### src/rtl/uart_host_rx.sv
// rtl/uart_host_rx.sv - host-side 8N1 UART receiver with 16x oversampling and byte FIFO
//
// Decodes the serial stream on rx into bytes, buffers them in a
// first-word fall-through FIFO and reports sticky framing/overrun errors.
//
// Optional feature macro: UART_HOST_RX_PARITY_EN (8E1 frames plus parity_err).
//
// Ports:
//   clk        system clock, the only clock
//   rst        synchronous active-high reset
//   rx         serial line, idle high, asynchronous to clk
//   rd_en      pop the FIFO head (ignored while empty)
//   clr_err    clear sticky error flags (a same-cycle new error wins)
//   rd_data    FIFO head byte, valid while !empty
//   empty      FIFO empty
//   full       FIFO full
//   frame_err  sticky: stop bit sampled low
//   overrun    sticky: byte dropped because FIFO was full
//   parity_err sticky: parity mismatch (only with UART_HOST_RX_PARITY_EN)
module uart_host_rx #(
  parameter int BAUD_DIV = 4,
  parameter int FIFO_AW  = 3
) (
  input  logic       clk,
  input  logic       rst,
  input  logic       rx,
  input  logic       rd_en,
  input  logic       clr_err,
  output logic [7:0] rd_data,
  output logic       empty,
  output logic       full,
  output logic       frame_err,
  output logic       overrun
`ifdef UART_HOST_RX_PARITY_EN
  ,
  output logic       parity_err
`endif
);

  localparam int DW    = (BAUD_DIV > 1) ? $clog2(BAUD_DIV) : 1;
  localparam int DEPTH = 1 << FIFO_AW;
  localparam int CW    = FIFO_AW + 1;

  typedef enum logic [2:0] {
    IDLE,
    START,
    DATA,
`ifdef UART_HOST_RX_PARITY_EN
    PARITY,
`endif
    STOP,
    WAIT_HIGH
  } state_t;

  state_t          state;
  logic            rx_m, rx_s, rx_d;
  logic [DW-1:0]   div_cnt;
  logic [3:0]      os_cnt;
  logic [2:0]      bit_idx;
  logic [7:0]      shreg;

  logic [7:0]         mem [DEPTH];
  logic [FIFO_AW-1:0] wr_ptr, rd_ptr;
  logic [CW-1:0]      count;

  logic tick, bit_end, stop_sample, wr_req, frame_set, do_rd, wr_ok;

  assign tick        = (div_cnt == DW'(BAUD_DIV - 1));
  assign bit_end     = tick && (os_cnt == 4'd15);
  assign stop_sample = (state == STOP) && bit_end;
  assign frame_set   = stop_sample && !rx_s;

`ifdef UART_HOST_RX_PARITY_EN
  logic par_bad, par_set;
  assign par_set = (state == PARITY) && bit_end && (rx_s != ^shreg);
  assign wr_req  = stop_sample && rx_s && !par_bad;
`else
  assign wr_req  = stop_sample && rx_s;
`endif

  // Receive FSM; the edge detector compares rx_s with its previous value rx_d.
  always_ff @(posedge clk) begin
    if (rst) begin
      state   <= IDLE;
      rx_m    <= 1'b1;
      rx_s    <= 1'b1;
      rx_d    <= 1'b1;
      div_cnt <= '0;
      os_cnt  <= '0;
      bit_idx <= '0;
      shreg   <= '0;
`ifdef UART_HOST_RX_PARITY_EN
      par_bad <= 1'b0;
`endif
    end else begin
      rx_m    <= rx;
      rx_s    <= rx_m;
      rx_d    <= rx_s;
      div_cnt <= tick ? '0 : div_cnt + DW'(1);
      if (tick) os_cnt <= os_cnt + 4'd1;

      case (state)
        IDLE: begin
          if (!rx_s && rx_d) begin
            // Restart the divider so the start-bit centre is a fixed distance from the edge.
            state   <= START;
            os_cnt  <= '0;
            div_cnt <= '0;
          end
        end
        START: begin
          if (tick && os_cnt == 4'd7) begin
            if (!rx_s) begin
              state   <= DATA;
              os_cnt  <= '0;
              bit_idx <= '0;
            end else begin
              state <= IDLE;
            end
          end
        end
        DATA: begin
          // os_cnt wraps 15 -> 0 by itself, so each bit is exactly 16 ticks.
          if (bit_end) begin
            shreg   <= {rx_s, shreg[7:1]};
            bit_idx <= bit_idx + 3'd1;
            if (bit_idx == 3'd7) begin
`ifdef UART_HOST_RX_PARITY_EN
              state <= PARITY;
`else
              state <= STOP;
`endif
            end
          end
        end
`ifdef UART_HOST_RX_PARITY_EN
        PARITY: begin
          if (bit_end) begin
            par_bad <= (rx_s != ^shreg);
            state   <= STOP;
          end
        end
`endif
        STOP: begin
          if (bit_end) state <= rx_s ? IDLE : WAIT_HIGH;
        end
        WAIT_HIGH: begin
          // Hold off until the line is idle so a break is not decoded as 0x00 bytes.
          if (rx_s) state <= IDLE;
        end
        default: state <= IDLE;
      endcase
    end
  end

  // FIFO: when full, a write is only accepted if the head is popped the same cycle.
  assign empty   = (count == '0);
  assign full    = (count == CW'(DEPTH));
  assign do_rd   = rd_en && !empty;
  assign wr_ok   = wr_req && (!full || rd_en);
  assign rd_data = mem[rd_ptr];

  always_ff @(posedge clk) begin
    if (rst) begin
      for (int i = 0; i < DEPTH; i++) mem[i] <= '0;
      wr_ptr    <= '0;
      rd_ptr    <= '0;
      count     <= '0;
      frame_err <= 1'b0;
      overrun   <= 1'b0;
`ifdef UART_HOST_RX_PARITY_EN
      parity_err <= 1'b0;
`endif
    end else begin
      if (wr_ok) begin
        mem[wr_ptr] <= shreg;
        wr_ptr      <= wr_ptr + FIFO_AW'(1);
      end
      if (do_rd) rd_ptr <= rd_ptr + FIFO_AW'(1);
      count <= count + {{FIFO_AW{1'b0}}, wr_ok} - {{FIFO_AW{1'b0}}, do_rd};

      frame_err <= (frame_err && !clr_err) || frame_set;
      overrun   <= (overrun && !clr_err) || (wr_req && full && !rd_en);
`ifdef UART_HOST_RX_PARITY_EN
      parity_err <= (parity_err && !clr_err) || par_set;
`endif
    end
  end

endmodule

### config.mk
export PLATFORM = sky130hd
export DESIGN_NAME = uart_host_rx
export DESIGN_NICKNAME = d
export VERILOG_FILES = /design/src/rtl/uart_host_rx.sv
export SDC_FILE = /design/constraint.sdc
export NUM_CORES = 1
export LEC_CHECK = 0
export ABC_AREA = 1
export CORE_AREA = 3 3 96 98
export DETAILED_ROUTE_END_ITERATION = 7
export DIE_AREA = 0 0 99 101
export MAX_ROUTING_LAYER = met4
export PLACE_DENSITY = 0.81
export SLEW_MARGIN = 0
export SYNTH_ARGS = -nofsm -noshare
export SYNTH_HDL_FRONTEND = slang
export SYNTH_SLANG_ARGS = --single-unit
### constraint.sdc
create_clock -name clk -period 4 [get_ports clk]
set_clock_uncertainty 0.05 [all_clocks]
set_input_delay 0.8 -clock clk [delete_from_list [all_inputs] [get_ports clk]]
set_output_delay 0.8 -clock clk [all_outputs]
set_load 0.02 [all_outputs]
==> flow_summary.ini <==
[critical_path]
r2r_start = div_cnt[0]$_SDFF_PP0_
cp_data_arrival_time_ns = 2.64
path_class = register to output port
cp-start-kind = register
r2r_cells = 10
worstPathRequired_ns = 3.15
r2r-end = mem[7][6]$_SDFFCE_PN0P_
endpoint_kind = output port
critPathMaxFanout = 17
r2r_slack_ns = 1.45

[yosys]
synth_warnings = 0
synth_flop_cell = edfxtp_1
synth_top_cells_by_area = edfxtp_1 (42%), dfxtp_1 (16%), nor2_1 (11%)
synth_top_area_cell = edfxtp_1
syn_area_per_cell_um2 = 9.385
synthArstFlopShare_pct = 0
synth_cells = 493
synth_edf_count = 64
ys_ff_latch = 102
syn_nets = 511
synth-seq-area-share_pct = 57.98
synth_top_area_share_pct = 41.54
ys_types = 35
syn-cell-area_um2 = 4627

[route]
routed_wl_mm = 9.791
vias_per_cell = 5.513
drtIter0Drc = 226
vias = 3418
wl_per_cell_um = 15.79
first_pass_iters = 5
postRouteAntennaNets = 0
drc = 0

[placement]
io_buffers = 16
gp_congestion = 0.8536
hpwl_mm = 6.785

[global_route]
grt_util_all_layers_pct = 21.27
antenna_found_initial = 0
grt.overflow.total = 0
grt_pass1_vias = 3348
grt_pass1_wl_mm = 16.05
grt_max_degree = 33

[cts]
post_cts_resized = 0
cts_tree = done
clk_pin_slew_worst_paths_ns = 0.10
cts_max_level = 3
cts_sinks = 102
root_buffer = clkbuf_8
hold_buffers = 0
clk_latency_ns = 0.36
clockBufferDepth = 2
numCtsBuffers = 9
post_cts_buffers = 0

[worst_hold_path]
min_path_cells = 1
holdCritPathClass = register to register
worstHoldStart = rx_m$_SDFF_PP1_
holdPathEnd = rx_s$_SDFF_PP1_

[pwr]
leakage_nw = 1.836
ir_drop_v = 0.0004389
total_power_mw = 2.481
p_per_area_nw_per_um2 = 492.4

[die]
die_w_um = 99
die_area_um2 = 9999
rows = 34
initial_utilization_pct = 54.11
ios = 17
core_area_um2 = 8551
dieHeight_um = 101

[sta]
max_freq_mhz = 286.7
fin_setup_tns_ns = 0
worstMarginPinSlew_ns = 0.8218
slew_violations = 0
hold_violations = 0
setup_viol = 0
hold_slack_ns = 0.3738
rsz0062_at_grt = false
period_needed_ns = 3.488
relSlewSlack_pct = 45.15
period_share_pct = 87.21

[cells_and_area]
drive_above_1_share_pct = 7.617
num-fill-cells = 699
multi_input_area_um2 = 1685
diodes = 0
syn_to_final_growth_pct = 8.897
nets = 525
seq_area_um2 = 2683

[outcome]
status = finished, final reports clean

[flow_run]
max-cap-violations = 0
## state kept, by name, summed over array words and instances, names as in the netlist, 2 cells and up, named ones only
signal and count:
bit_idx 3, mem 64, os_cnt 4, rd_ptr 3, state 3, wr_ptr 3, count 4, shreg 8
div_cnt 2
## synthesized netlist by cell type (2+ instances only)
master    instances
nand4_2           2
nand3_4           4
o21ai_0          45
edfxtp_1         64
nor2_4            3
clkbuf_1         10
inv_1            33
a21oi_1          29
nand4_4           2
nor3_1            6
or2_2             2
nor2_1          130
inv_2             3
buf_1             2
a31oi_1           8
xor2_1            2
dfxtp_1          38
clkinv_1          8
nand2_1          63
nand4_1           3
ha_1             12
nand3_1          10
nand2_4           2
## through the flow
stage                     cell area [um^2]  setup WS (ns)  cells  utilization [%]
after CTS                             5039         0.5534    620            58.93
after detailed placement              4856         0.9604    604            56.79
after global routing                  5039         0.3577    620            58.93
after global placement                4856          1.092    604            56.79
after floorplan                       4627          1.639    493                -
final                                 5039         0.5117    620            58.93
## power by group
part	leakage, nW	switching [mW]	internal [mW]
clock	0.0865	0.349	0.245
combinational	0.833	0.397	0.248
sequential	0.917	0.0537	1.19
total	1.84	0.799	1.68
## worst max-delay path by stage
stage	slack (ns)	start	depth (start not counted)	end
5_1_grt	0.36	register	5	rd_data[5]
3_3_place_gp	1.09	rst	5	mem[7][5]$_SDFFCE_PN0P_
2_1_floorplan	1.64	div_cnt[0]$_SDFF_PP0_	16	count[2]$_SDFF_PP0_
4_1_cts	0.55	register	5	rd_data[6]
6_report	0.51	register	5	rd_data[6]
3_5_place_dp	0.96	register	5	rd_data[6]
## cell usage in the layout, fill, tap and decap left out, types with 2 or more instances in the layout
| cell type | count |
|---|---|
| a31oi_1 | 8 |
| a21oi_1 | 29 |
| nor3_1 | 6 |
| nand4_1 | 3 |
| inv_2 | 3 |
| nand4_4 | 2 |
| clkinv_4 | 2 |
| clkbuf_8 | 10 |
| inv_1 | 33 |
| o21ai_0 | 45 |
| or2_2 | 2 |
| clkinv_1 | 9 |
| clkinvlp_4 | 2 |
| nand3_1 | 10 |
| edfxtp_1 | 64 |
| nand2_4 | 2 |
| buf_4 | 3 |
| nand2_1 | 63 |
| nand4_2 | 2 |
| nor2_1 | 130 |
| nand3_4 | 4 |
| ha_1 | 12 |
| xor2_1 | 2 |
| clkdlybuf4s50_1 | 16 |
| dfxtp_1 | 38 |
| nor2_4 | 3 |
## cell type report
cell class | count | share of cell area (%)
multi-input cells | 330 | 33.45
clock inverters | 6 | 0.8940
clock buffers | 10 | 2.732
flip-flops and latches | 102 | 53.24
inverters | 45 | 3.377
well taps | 108 | 2.682
repair buffers | 19 | 3.626
## metal layers
layer | wire [um] | up-vias | global-route usage, % | share of wire, %
li1 | - | 1672 | - | -
met1 | 4108 | 1610 | 26.64 | 42
met2 | 4919 | 116 | 34.97 | 50
met3 | 526 | 20 | 3.183 | 5.4
met4 | 237 | 0 | 8.403 | 2.4
met5 | 0 | - | - | 0
## cells by family (layout without fill, tap and decap cells)
| kind of cell | after synthesis | after routing | synth area share (%) |
|---|---|---|---|
| adder cells (fa/ha/maj) | 13 | 13 | 3.678 |
| XOR/XNOR | 3 | 3 | 0.5680 |
| AO/OA/AOI/OAI | 84 | 84 | 9.411 |
| buffers and inverters | 61 | 80 | 5.598 |
| AND/OR/NAND/NOR | 230 | 230 | 22.77 |
| flip-flops | 102 | 102 | 57.98 |
## worst max-delay path, stage by stage (launching register included)
cell             delay (ns)
dfxtp_1                0.66
inv_1                  0.39
nor2_1                 0.19
o21ai_0                0.15
a31oi_1                0.26
clkdlybuf4s50_1        0.64
Power figures use the tool's default switching activity.
